### src/rtl/debug_cmd_encoder_pkg.sv
// rtl/debug_cmd_encoder_pkg.sv - debug command encodings, CSR/opcode constants, sequence helpers
package debug_cmd_encoder_pkg;

  typedef enum logic [2:0] {
    CMD_REG_RD = 3'd0,
    CMD_REG_WR = 3'd1,
    CMD_CSR_RD = 3'd2,
    CMD_CSR_WR = 3'd3,
    CMD_MEM_RD = 3'd4
  } dbg_cmd_t;

  typedef enum logic [1:0] {
    IDLE  = 2'd0,
    ISSUE = 2'd1,
    WAIT  = 2'd2,
    RESP  = 2'd3
  } enc_state_t;

  localparam logic [6:0]  OP_SYSTEM     = 7'b1110011;
  localparam logic [6:0]  OP_LOAD       = 7'b0000011;
  localparam logic [11:0] CSR_DSCRATCH0 = 12'h7B2;
  localparam logic [11:0] CSR_DSCRATCH1 = 12'h7B3;
  localparam logic [2:0]  FUNCT3_CSRRW  = 3'b001;
  localparam logic [2:0]  FUNCT3_CSRRS  = 3'b010;
  localparam logic [2:0]  FUNCT3_LW     = 3'b010;

  function automatic logic cmd_is_defined(input dbg_cmd_t op);
    return (op == CMD_REG_RD) || (op == CMD_REG_WR) || (op == CMD_CSR_RD) ||
           (op == CMD_CSR_WR) || (op == CMD_MEM_RD);
  endfunction

  // Register accesses are a single instruction; everything else is save/op/move/restore.
  function automatic logic [1:0] cmd_last_step(input dbg_cmd_t op);
    return ((op == CMD_REG_RD) || (op == CMD_REG_WR)) ? 2'd0 : 2'd3;
  endfunction

endpackage

### src/rtl/debug_cmd_encoder_builder.sv
// rtl/debug_cmd_encoder_builder.sv - combinational I-type instruction word builder for debug sequences
module dbg_inst_builder
  import debug_cmd_encoder_pkg::*;
(
  input  dbg_cmd_t    op,
  input  logic [1:0]  step,
  input  logic [4:0]  regno,
  input  logic [11:0] csr,
  input  logic [4:0]  scratch,
  output logic [31:0] instr
);

  logic [11:0] imm;
  logic [4:0]  rs1;
  logic [2:0]  funct3;
  logic [4:0]  rd;
  logic [6:0]  opcode;

  always_comb begin
    imm    = 12'h000;
    rs1    = 5'd0;
    funct3 = 3'b000;
    rd     = 5'd0;
    opcode = 7'd0;
    case (op)
      CMD_REG_RD: begin
        opcode = OP_SYSTEM; funct3 = FUNCT3_CSRRW; imm = CSR_DSCRATCH0; rs1 = regno;
      end
      CMD_REG_WR: begin
        opcode = OP_SYSTEM; funct3 = FUNCT3_CSRRS; imm = CSR_DSCRATCH0; rd = regno;
      end
      CMD_CSR_RD, CMD_CSR_WR, CMD_MEM_RD: begin
        opcode = OP_SYSTEM;
        case (step)
          // Steps 0 and 3 swap the scratch GPR with data1 (save, then restore).
          2'd0, 2'd3: begin
            funct3 = FUNCT3_CSRRW; imm = CSR_DSCRATCH1; rs1 = scratch; rd = scratch;
          end
          2'd1: begin
            if (op == CMD_MEM_RD) begin
              opcode = OP_LOAD; funct3 = FUNCT3_LW; imm = 12'h000; rs1 = scratch; rd = scratch;
            end else if (op == CMD_CSR_RD) begin
              funct3 = FUNCT3_CSRRS; imm = csr; rd = scratch;
            end else begin
              funct3 = FUNCT3_CSRRS; imm = CSR_DSCRATCH0; rd = scratch;
            end
          end
          default: begin
            funct3 = FUNCT3_CSRRW; rs1 = scratch;
            imm = (op == CMD_CSR_WR) ? csr : CSR_DSCRATCH0;
          end
        endcase
      end
      default: opcode = 7'd0;
    endcase
  end

  assign instr = {imm, rs1, funct3, rd, opcode};

endmodule

### src/rtl/debug_cmd_encoder.sv
// rtl/debug_cmd_encoder.sv - debug command sequencer injecting encoded RV32I/Zicsr words into the core
module debug_cmd_encoder
  import debug_cmd_encoder_pkg::*;
#(
  parameter int SCRATCH_REG = 8
) (
  input  logic        clk,
  input  logic        rst,
  input  logic        cmd_valid,
  output logic        cmd_ready,
  input  dbg_cmd_t    cmd_op,
  input  logic [4:0]  cmd_regno,
  input  logic [11:0] cmd_csr,
  input  logic [31:0] cmd_addr,
  input  logic [31:0] cmd_data,
  output logic        inj_valid,
  input  logic        inj_ready,
  output logic [31:0] inj_instr,
  input  logic        inj_retire,
  input  logic        inj_exc,
  input  logic        csr_we,
  input  logic        csr_sel,
  input  logic [31:0] csr_wdata,
  output logic [31:0] data0_q,
  output logic [31:0] data1_q,
  output logic        rsp_valid,
  input  logic        rsp_ready,
  output logic [31:0] rsp_data,
  output logic        rsp_err
);

  localparam logic [4:0] SCRATCH = 5'(SCRATCH_REG);

  enc_state_t  state_q, state_d;
  logic [1:0]  step_q, step_d;
  logic        err_q, err_d;
  dbg_cmd_t    op_q;
  logic [4:0]  regno_q;
  logic [11:0] csr_q;
  logic [31:0] data0_d, data1_d;
  logic        inj_valid_d, rsp_valid_d;
  logic        accept, bad_cmd;
  dbg_cmd_t    bld_op;
  logic [4:0]  bld_regno;
  logic [11:0] bld_csr;
  logic [31:0] bld_instr;

  assign cmd_ready = (state_q == IDLE) && !rst;
  assign accept    = cmd_valid && cmd_ready;
  assign bad_cmd   = !cmd_is_defined(cmd_op) || (cmd_csr == CSR_DSCRATCH0) ||
                     (cmd_csr == CSR_DSCRATCH1);

  // The first word must be ready the cycle after accept, so build from the live command then.
  assign bld_op    = accept ? cmd_op    : op_q;
  assign bld_regno = accept ? cmd_regno : regno_q;
  assign bld_csr   = accept ? cmd_csr   : csr_q;

  dbg_inst_builder u_builder (
    .op      (bld_op),
    .step    (step_d),
    .regno   (bld_regno),
    .csr     (bld_csr),
    .scratch (SCRATCH),
    .instr   (bld_instr)
  );

  always_comb begin
    state_d     = state_q;
    step_d      = step_q;
    err_d       = err_q;
    inj_valid_d = inj_valid;
    rsp_valid_d = rsp_valid;
    case (state_q)
      IDLE: begin
        if (accept) begin
          step_d = 2'd0;
          if (bad_cmd) begin
            err_d = 1'b1; state_d = RESP; rsp_valid_d = 1'b1;
          end else begin
            state_d = ISSUE; inj_valid_d = 1'b1;
          end
        end
      end
      ISSUE: begin
        if (inj_ready) begin
          state_d = WAIT; inj_valid_d = 1'b0;
        end
      end
      WAIT: begin
        if (inj_exc) begin
          err_d = 1'b1;
          // A trap before the save needs no restore; a trapping restore cannot be retried.
          if ((step_q == 2'd0) || (step_q == 2'd3)) begin
            state_d = RESP; rsp_valid_d = 1'b1;
          end else begin
            step_d = 2'd3; state_d = ISSUE; inj_valid_d = 1'b1;
          end
        end else if (inj_retire) begin
          if (step_q == cmd_last_step(op_q)) begin
            state_d = RESP; rsp_valid_d = 1'b1;
          end else begin
            step_d = step_q + 2'd1; state_d = ISSUE; inj_valid_d = 1'b1;
          end
        end
      end
      RESP: begin
        if (rsp_ready) begin
          state_d = IDLE; rsp_valid_d = 1'b0; err_d = 1'b0;
        end
      end
      default: state_d = IDLE;
    endcase
  end

  // Core writes apply except to a register the command is loading this cycle.
  always_comb begin
    data0_d = data0_q;
    data1_d = data1_q;
    if (csr_we && !csr_sel) data0_d = csr_wdata;
    if (csr_we && csr_sel)  data1_d = csr_wdata;
    if (accept) begin
      data0_d = cmd_data;
      if (cmd_op == CMD_MEM_RD) data1_d = cmd_addr;
    end
  end

  always_ff @(posedge clk) begin
    if (rst) begin
      state_q   <= IDLE;
      step_q    <= 2'd0;
      err_q     <= 1'b0;
      op_q      <= CMD_REG_RD;
      regno_q   <= 5'd0;
      csr_q     <= 12'h000;
      data0_q   <= 32'd0;
      data1_q   <= 32'd0;
      inj_valid <= 1'b0;
      inj_instr <= 32'd0;
      rsp_valid <= 1'b0;
      rsp_data  <= 32'd0;
      rsp_err   <= 1'b0;
    end else begin
      state_q   <= state_d;
      step_q    <= step_d;
      err_q     <= err_d;
      data0_q   <= data0_d;
      data1_q   <= data1_d;
      inj_valid <= inj_valid_d;
      rsp_valid <= rsp_valid_d;
      rsp_err   <= (state_d == RESP) && err_d;
      if (accept) begin
        op_q    <= cmd_op;
        regno_q <= cmd_regno;
        csr_q   <= cmd_csr;
      end
      if (state_d == ISSUE) inj_instr <= bld_instr;
      if (state_d == RESP)  rsp_data  <= data0_d;
    end
  end

endmodule

### config.mk
export PLATFORM = sky130hd
export DESIGN_NAME = debug_cmd_encoder
export DESIGN_NICKNAME = d
export VERILOG_FILES = /design/src/rtl/debug_cmd_encoder_pkg.sv /design/src/rtl/debug_cmd_encoder_builder.sv /design/src/rtl/debug_cmd_encoder.sv
export SDC_FILE = /design/constraint.sdc
export NUM_CORES = 1
export LEC_CHECK = 0
export BUFFER_PORTS_ARGS = -buffer_cell sky130_fd_sc_hd__buf_2
export CORE_UTILIZATION = 45
export DETAILED_ROUTE_END_ITERATION = 7
export GPL_TIMING_DRIVEN = 0
export PLACE_DENSITY = 0.8
export SLEW_MARGIN = 20
export SYNTH_ARGS = -nofsm -noshare
export SYNTH_HDL_FRONTEND = slang
export SYNTH_SLANG_ARGS = --single-unit
### constraint.sdc
create_clock -name clk -period 3.7 [get_ports clk]
set_clock_uncertainty 0.1 [all_clocks]
set_input_delay 0 -clock clk [delete_from_list [all_inputs] [get_ports clk]]
set_output_delay 0 -clock clk [all_outputs]
set_load 0.005 [all_outputs]
---- Word level (Yosys, flattened, before mapping) ----
Cells that the tools add are included.
W data, S select, Z words.
word-level totals
  flip-flop bits (word level) ............. 156
  bits in latches ......................... 0
  RAM bits ................................ 0
  bits in read-only memories .............. 0
  bits of input ports ..................... 125
  output and inout bits ................... 132
  word-level logic and storage cells ...... 134
  memories kept ........................... 0
operators by class
  $add $sub $neg .......................... 1
  multiply operators ...................... 0
  div/mod/pow operators ................... 0
  order comparisons ....................... 0
  equal/unequal tests ..................... 30
  shift operators ......................... 0
  mux-type cells .......................... 60
  bitwise logic cells ..................... 0
  reductions and logical operators ........ 30
operators by type and width
  kind                    count
  $mux W32                5
  $mux W12                4
  $pmux W12 S2            2
  $mux W2                 15
  $eq A12 B11 Y1 const B  2
  $pmux W5 S2             2
  $mux W1                 18
  $ne A3 B3 Y1 const B    5
  $mux W7                 2
  $pmux W7 S2             1
  $reduce_and A7 Y1       2
  $eq A3 B2 Y1 const B    4
  $eq A2 B2 Y1 const B    5
  $mux W5                 2
  $ne A2 B2 Y1 const B    5
  $eq A3 B1 Y1 const B    3
  $logic_not A3 Y1        3
  $pmux W1 S3             3
  $pmux W3 S3             1
  $logic_or A1 B1 Y1      8
  $mux W4                 2
  $pmux W2 S4             1
  $eq A2 B1 Y1 const B    3
  $eq A3 B3 Y1 const B    2
  other kinds (10)        21

---- Logic depth before layout (Yosys ltp) ----
  word-level depth ........................ 13
  mapped depth ............................ 13
  depth with buffers taken out ............ 13

---- Hierarchy ----
Synthesis repeated with hierarchy kept, for this count alone.
second synthesis, totals
  cell total of the unflattened synthesis .. 947
  area total of the unflattened synthesis .. 8075.2 sq um
modules (own cells, without submodules)
  module             instances  cells each  area an instance (sq um)  sequential area each (sq um)
  debug_cmd_encoder  1          859         7497.2                    3123.0
  dbg_inst_builder   1          88          578.1                     0.0

---- Least setup slack after synthesis ----
OpenSTA, ideal clock, no wires.
  kind .................................... register to register
  from .................................... reg op_q[2]
  to ...................................... reg inj_instr[21]
  setup time .............................. 86 ps
  arrival ................................. 2691 ps
  data required time ...................... 3514 ps
  slack ................................... 824 ps
  cell stages (with the launch flop) ...... 11
  path buffers ............................ 0
  period minus slack after synthesis ...... 2876 ps
  cells stage by stage .................... dfxtp_1 or4_1 and3_1 a21oi_1 a2bb2oi_1 inv_1 ha_1 nor2_1 o32ai_1 o21ai_0 a211oi_1
between the ends
  cells in the longest elaborated chain, start to end .. 12
  elaborated cells on any way between the ends .. 31
  classes of those cells .................. 9 x eq/ne; 15 x mux; 7 x reduce/logical
RTL lines
  what                                              RTL line                         text
  from (decl)                                       debug_cmd_encoder.sv:37          dbg_cmd_t op_q;
  from (signal assigned)                            debug_cmd_encoder.sv:152         op_q <= cmd_op;
  $eq A3 B1 Y1 or $logic_not A3 Y1 (tied branches)  debug_cmd_encoder_pkg.sv:34      return ((op == CMD_REG_RD) || (op == CMD_REG_WR)) ? 2'd0 : 2'd3;
  $logic_or A1 B1 Y1 (*)                            debug_cmd_encoder_pkg.sv:34
  $mux W2 (*)                                       debug_cmd_encoder_pkg.sv:34
  $eq A2 B2 Y1 (*)                                  debug_cmd_encoder.sv:99          if (step_q == cmd_last_step(op_q)) begin
  $mux W2 (*)                                       debug_cmd_encoder.sv:99
  $mux W2 (*)                                       debug_cmd_encoder.sv:98          end else if (inj_retire) begin
  $mux W2 (*)                                       debug_cmd_encoder.sv:90          if (inj_exc) begin
  $pmux W2 S2 (*)                                   debug_cmd_encoder.sv:73          case (state_q)
  named net step_d[0]                               debug_cmd_encoder.sv:35          logic [1:0] step_q, step_d;
  $eq A2 B2 Y1 or $logic_not A2 Y1 (tied branches)  debug_cmd_encoder_builder.sv:34  case (step)
  $reduce_or A2 Y1                                  debug_cmd_encoder_builder.sv:34
  $pmux W12 S2 (*)                                  debug_cmd_encoder_builder.sv:34
  $pmux W12 S2 (*)                                  debug_cmd_encoder_builder.sv:25  case (op)
  to (signal assigned)                              debug_cmd_encoder.sv:156         if (state_d == ISSUE) inj_instr <= bld_instr;
  to (decl)                                         debug_cmd_encoder.sv:18          output logic [31:0] inj_instr,
The timed path passes the listed nets; every way through them passes the cells marked *.
A chain may end at the register's enable or synchronous reset.

---- Worst setup path after layout ----
  from .................................... reg state_q[1]
  to ...................................... reg data1_q[13]
between the ends
  cells in the longest elaborated chain, start to end .. 4
RTL lines
  what                    RTL line                  text
  from (decl)             debug_cmd_encoder.sv:34   enc_state_t state_q, state_d;
  from (signal assigned)  debug_cmd_encoder.sv:143  state_q <= state_d;
  $logic_not A2 Y1        debug_cmd_encoder.sv:48   assign cmd_ready = (state_q == IDLE) && !rst;
  $logic_and A1 B1 Y1     debug_cmd_encoder.sv:48
  $logic_and A1 B1 Y1     debug_cmd_encoder.sv:49   assign accept = cmd_valid && cmd_ready;
  $mux W32                debug_cmd_encoder.sv:121  if (accept) begin
  to (signal assigned)    debug_cmd_encoder.sv:147  data1_q <= data1_d;
  to (decl)               debug_cmd_encoder.sv:25   output logic [31:0] data1_q,
Every way passes these cells.

==> results <==
- The H-tree was split into 4 levels.
- For this run, global-route usage on met1 was measured as 42.6%.
- The wire length of the first global-routing pass is 44800 um.
- In this run, synthesis inferred 0 flip-flops with an integrated enable.
- The number of cells produced by synthesis is 738.
- The proportion of layout cells with a drive suffix above 1 is 29.4%.
- The required time of the critical path is 3.91 ns.
- For this run the aggregate overflow at the end of global routing stands at 0.
- The launch point of the worst path is state_q[1].
- The normalized max-slew margin is 56.0%.
- After clock tree synthesis, the clock-pin slew on the worst setup and hold paths is 0.06 ns.
- In this run the most critical hold path is launched from csr_wdata[0].
- The worst setup path is captured at a register.
- The CTS sink count is 150.
- The number of cells on the worst reg-to-reg path is 8.
- The shortest clock period the worst path allows after layout is 3.49 ns.
- The CTS tree is done.
- The mean area per synthesized cell is 9.04 um2.
- The count of buffers added on input and output ports is 250.
- At the later pin of the worst-skew pair, clock insertion delay measures 0.43 ns.
- Max-cap violations in this run came to 0.
- The initialized floorplan defines 44 standard-cell rows.
- STA classifies the critical path startpoint as a register.
- The highest achievable clock rate is 0.287 GHz.
- The final number of hold-violating endpoints is 1.
- Setup violations remaining at the end of the flow were counted as 0.
- The async set-or-reset flop fraction in the synthesized netlist is 0%.
- The die boundary height is 124 um.
- VDD sags by at most 0.339 mV.
- The average detailed-routed wire length per instance is 21.6 um.
- Summed over all layers, the routed wires come to 29400 um.
- The area growth from synthesis to final layout is 53.4%.
- The detailed router finished its first iteration with 992 violations.
- The sum of net half-perimeters after detailed placement is 16600 um.
- Summing the sequential cell areas from Yosys gives 45.0% of the chip area.
- The critical path is of the register to register type.
- 257 I/O pins were placed.
- The area share of the largest cell type after synthesis is 45.0%.
- The number of antenna violations at the first check in global routing is 3.
- Counting the fill cells in the layout gives 1049.
- The worst register-to-register path begins at state_q[1].
- Once detail routing completed, the nets flagged for antenna violations numbered 0.
- The sum of negative setup slack is 0 ns.
- The global-route met3 utilization is 18.8%.
- The number of buffers inserted to repair setup after CTS is 0.
- The number of clock buffers inserted by TritonCTS is 17.
- The analysis attributes to cell leakage a power of 4.69 nW.
- The min-delay analysis places its worst path in the category input pin to register.
- The chip width is 124 um.
- The Yosys step of the flow raised 0 warnings.
- The tree is rooted in a sky130_fd_sc_hd__clkbuf_16.
- The number of synthesized register bits is 150.
- The worst hold path was traced through 4 stages.
- The biggest fanout along the worst timing path is 10.
- At the worst endpoint, the arrival time is 3.70 ns.
- Setup repair after global routing left no endpoint under its margin.
- Setup slack closes at 0.210 ns.
- After detailed routing, the number of remaining DRC violations is 0.
- Once placement finished, the instance area stood at 8160 um2.
- The post-detailed-route via-to-cell ratio is 5.98.
- The run finished, with violations left.
- The final reports fail on hold timing.
- Final hold analysis gives a worst-case slack of -0.00184 ns.
- The leading area contributor after synthesis is sky130_fd_sc_hd__dfxtp_1.
- After synthesis, the netlist uses 53 different library cells.
- The combined area of all synthesized cells is 6670 um2.
- Ranked by total cell area, the synthesized netlist is headed by sky130_fd_sc_hd__dfxtp_1 (45%), sky130_fd_sc_hd__mux2i_1 (7.5%), sky130_fd_sc_hd__mux2_2 (5.7%), sky130_fd_sc_hd__a311oi_1 (4.2%), sky130_fd_sc_hd__o21ai_0 (3.9%).
- For this design the ratio of total power to cell area is 429 nW/um2.
- The number of nets at the end of the flow is 1288.
- The die covers 15300 um2.
- Global routing used 39.8% of the available tracks across all layers.
- The hold-critical path endpoint is rsp_data[0].
- No sink is reached through more buffers than the 2 on the longest clock path.
- The largest net degree at the start of global routing is 17.
- The number of max-slew violations in the final report is 0.
- The starting density of the core is 46.1%.
- For this run, the leading register cell type out of synthesis is sky130_fd_sc_hd__dfxtp_1.
- Of the available clock period, the critical path in the final layout requires 94.3%.
- The register-to-register setup slack is 0.21 ns.
- For the pin with the worst max-slew slack, the measured transition is 0.660 ns.
- The endpoint identified for the worst register-to-register timing path is data1_q[13].
- The number of global-route vias before repair is 8124.
- The post-route cell area is 10200 um2.
- The final route contains 8131 vias.
- The area of the core region is 14500 um2.
- The met2 demand-to-capacity share in global routing is 61.7%.
- The number of optimization iterations in the first detailed-route pass is 8.
- The layer with the highest usage after global routing is met2.
- The post-place setup slack is 0.240 ns.
- At the end of routability-driven placement, the weighted congestion stood at 0.879.
-- metrics by stage --
step	hold WS (ns)	utilization (%)	power, W	instances
2_1_floorplan	0.0360	-	0.00223	740
6_report	-0.00184	70.6	0.00439	1359
3_5_place_dp	0.188	56.3	0.00255	1174
4_1_cts	0.00116	70.5	0.00429	1356
5_1_grt	0.0430	70.6	0.00454	1357
3_3_place_gp	0.186	56.3	0.00253	1174
-- cell usage in the layout (no fill, tap or decap), drive strengths merged, types with 5 or more instances in the layout --
cell	count
nor4	5
mux2i	50
nor2b	37
a31o	8
a311oi	32
buf	273
nor3	5
nor2	68
or3	5
a211oi	14
a21oi	52
nand2	58
dlygate4sd3	151
nand3	37
mux2	34
clkinv	6
a2bb2oi	6
dfxtp	150
clkbuf	65
inv	11
o21ai	53
-- final cells by class --
type,count,area (um2),area share [%]
clock buffers,22,464,4.54
plain buffers,66,304,2.97
inverters,11,41.3,0.404
flip-flops and latches,150,3000,29.4
clock inverters,9,78.8,0.771
diodes,3,7.51,0.0734
repair buffers,401,2760,27.0
multi-input cells,513,3340,32.6
well taps,184,230,2.25
-- power breakdown --
group	leakage, nW	switching, W	internal, W
sequential	1.23	0.0000775	0.00174
clock	0.266	0.000693	0.000951
combinational	3.20	0.000489	0.000438
total	4.69	0.00126	0.00313
-- Yosys cell counts, types with 3 or more instances --
cell,count
sky130_fd_sc_hd__dfxtp_1,150
sky130_fd_sc_hd__nor2_1,68
sky130_fd_sc_hd__nand2_1,58
sky130_fd_sc_hd__o21ai_0,52
sky130_fd_sc_hd__a21oi_1,51
sky130_fd_sc_hd__mux2i_1,50
sky130_fd_sc_hd__clkbuf_1,43
sky130_fd_sc_hd__nand3_1,37
sky130_fd_sc_hd__nor2b_1,37
sky130_fd_sc_hd__mux2_2,34
sky130_fd_sc_hd__a311oi_1,32
sky130_fd_sc_hd__a211oi_1,13
sky130_fd_sc_hd__inv_1,11
sky130_fd_sc_hd__buf_2,9
sky130_fd_sc_hd__a31o_2,8
sky130_fd_sc_hd__buf_4,6
sky130_fd_sc_hd__a2bb2oi_1,5
sky130_fd_sc_hd__buf_1,5
sky130_fd_sc_hd__nor3_1,5
sky130_fd_sc_hd__nor4_1,5
sky130_fd_sc_hd__or3_1,5
sky130_fd_sc_hd__a31oi_1,4
sky130_fd_sc_hd__nand2b_1,4
sky130_fd_sc_hd__nand4b_1,4
sky130_fd_sc_hd__o211a_1,4
sky130_fd_sc_hd__buf_6,3
sky130_fd_sc_hd__ha_1,3
-- layer usage --
layer | share of wire [%] | vias to the layer above
li1 | - | 3494
met1 | 35 | 3740
met2 | 47 | 665
met3 | 12 | 230
met4 | 6.8 | 2
met5 | 0.058 | -
-- how the worst max path moves through the flow --
stage	cells past startpoint	slack [ns]	to
3_3_place_gp	9	0.36	inj_instr[24]
6_report	8	0.21	data1_q[13]
3_5_place_dp	9	0.24	inj_instr[30]
5_1_grt	8	0.03	data1_q[18]
2_1_floorplan	10	0.82	inj_instr[21]
4_1_cts	9	0.19	inj_instr[30]
-- logic make-up (layout without fill, tap and decap cells) --
kind of cell,count (synthesis),in the layout,synth area share [%]
buffers and inverters,77,509,5.18
other,1,6,0.0562
DFF,150,150,45.0
muxes,85,85,13.6
adders and majority gates,3,3,0.563
and+or+nand+nor,232,232,16.6
AOI/OAI and AO/OA,190,190,18.9
-- repair_timing --
action / in CTS / in global routing
hold buffers: 151 / 0
gates resized for setup: 0 / 1
setup endpoints to repair: 0 / 4
hold endpoints to repair: 115 / 0
-- worst max-delay path: stages (launching register included) --
cell                            delay [ns]
sky130_fd_sc_hd__dfxtp_1              0.33
sky130_fd_sc_hd__nor4b_1              0.27
sky130_fd_sc_hd__buf_2                0.30
sky130_fd_sc_hd__buf_2                0.37
sky130_fd_sc_hd__nand3_1              0.49
sky130_fd_sc_hd__clkbuf_1             0.44
sky130_fd_sc_hd__nor2_1               0.35
sky130_fd_sc_hd__a311oi_1             0.09
sky130_fd_sc_hd__dlygate4sd3_1        0.62
-- sequential cells by signal (all words and copies together), names as in the netlist --
name,cells
data0_q,32
data1_q,32
rsp_data,32
inj_instr,26
csr_q,12
regno_q,5
op_q,3
state_q,2
step_q,2
err_q,1
inj_valid,1
rsp_err,1
rsp_valid,1
No activity file was read; power rests on OpenSTA's default activity.
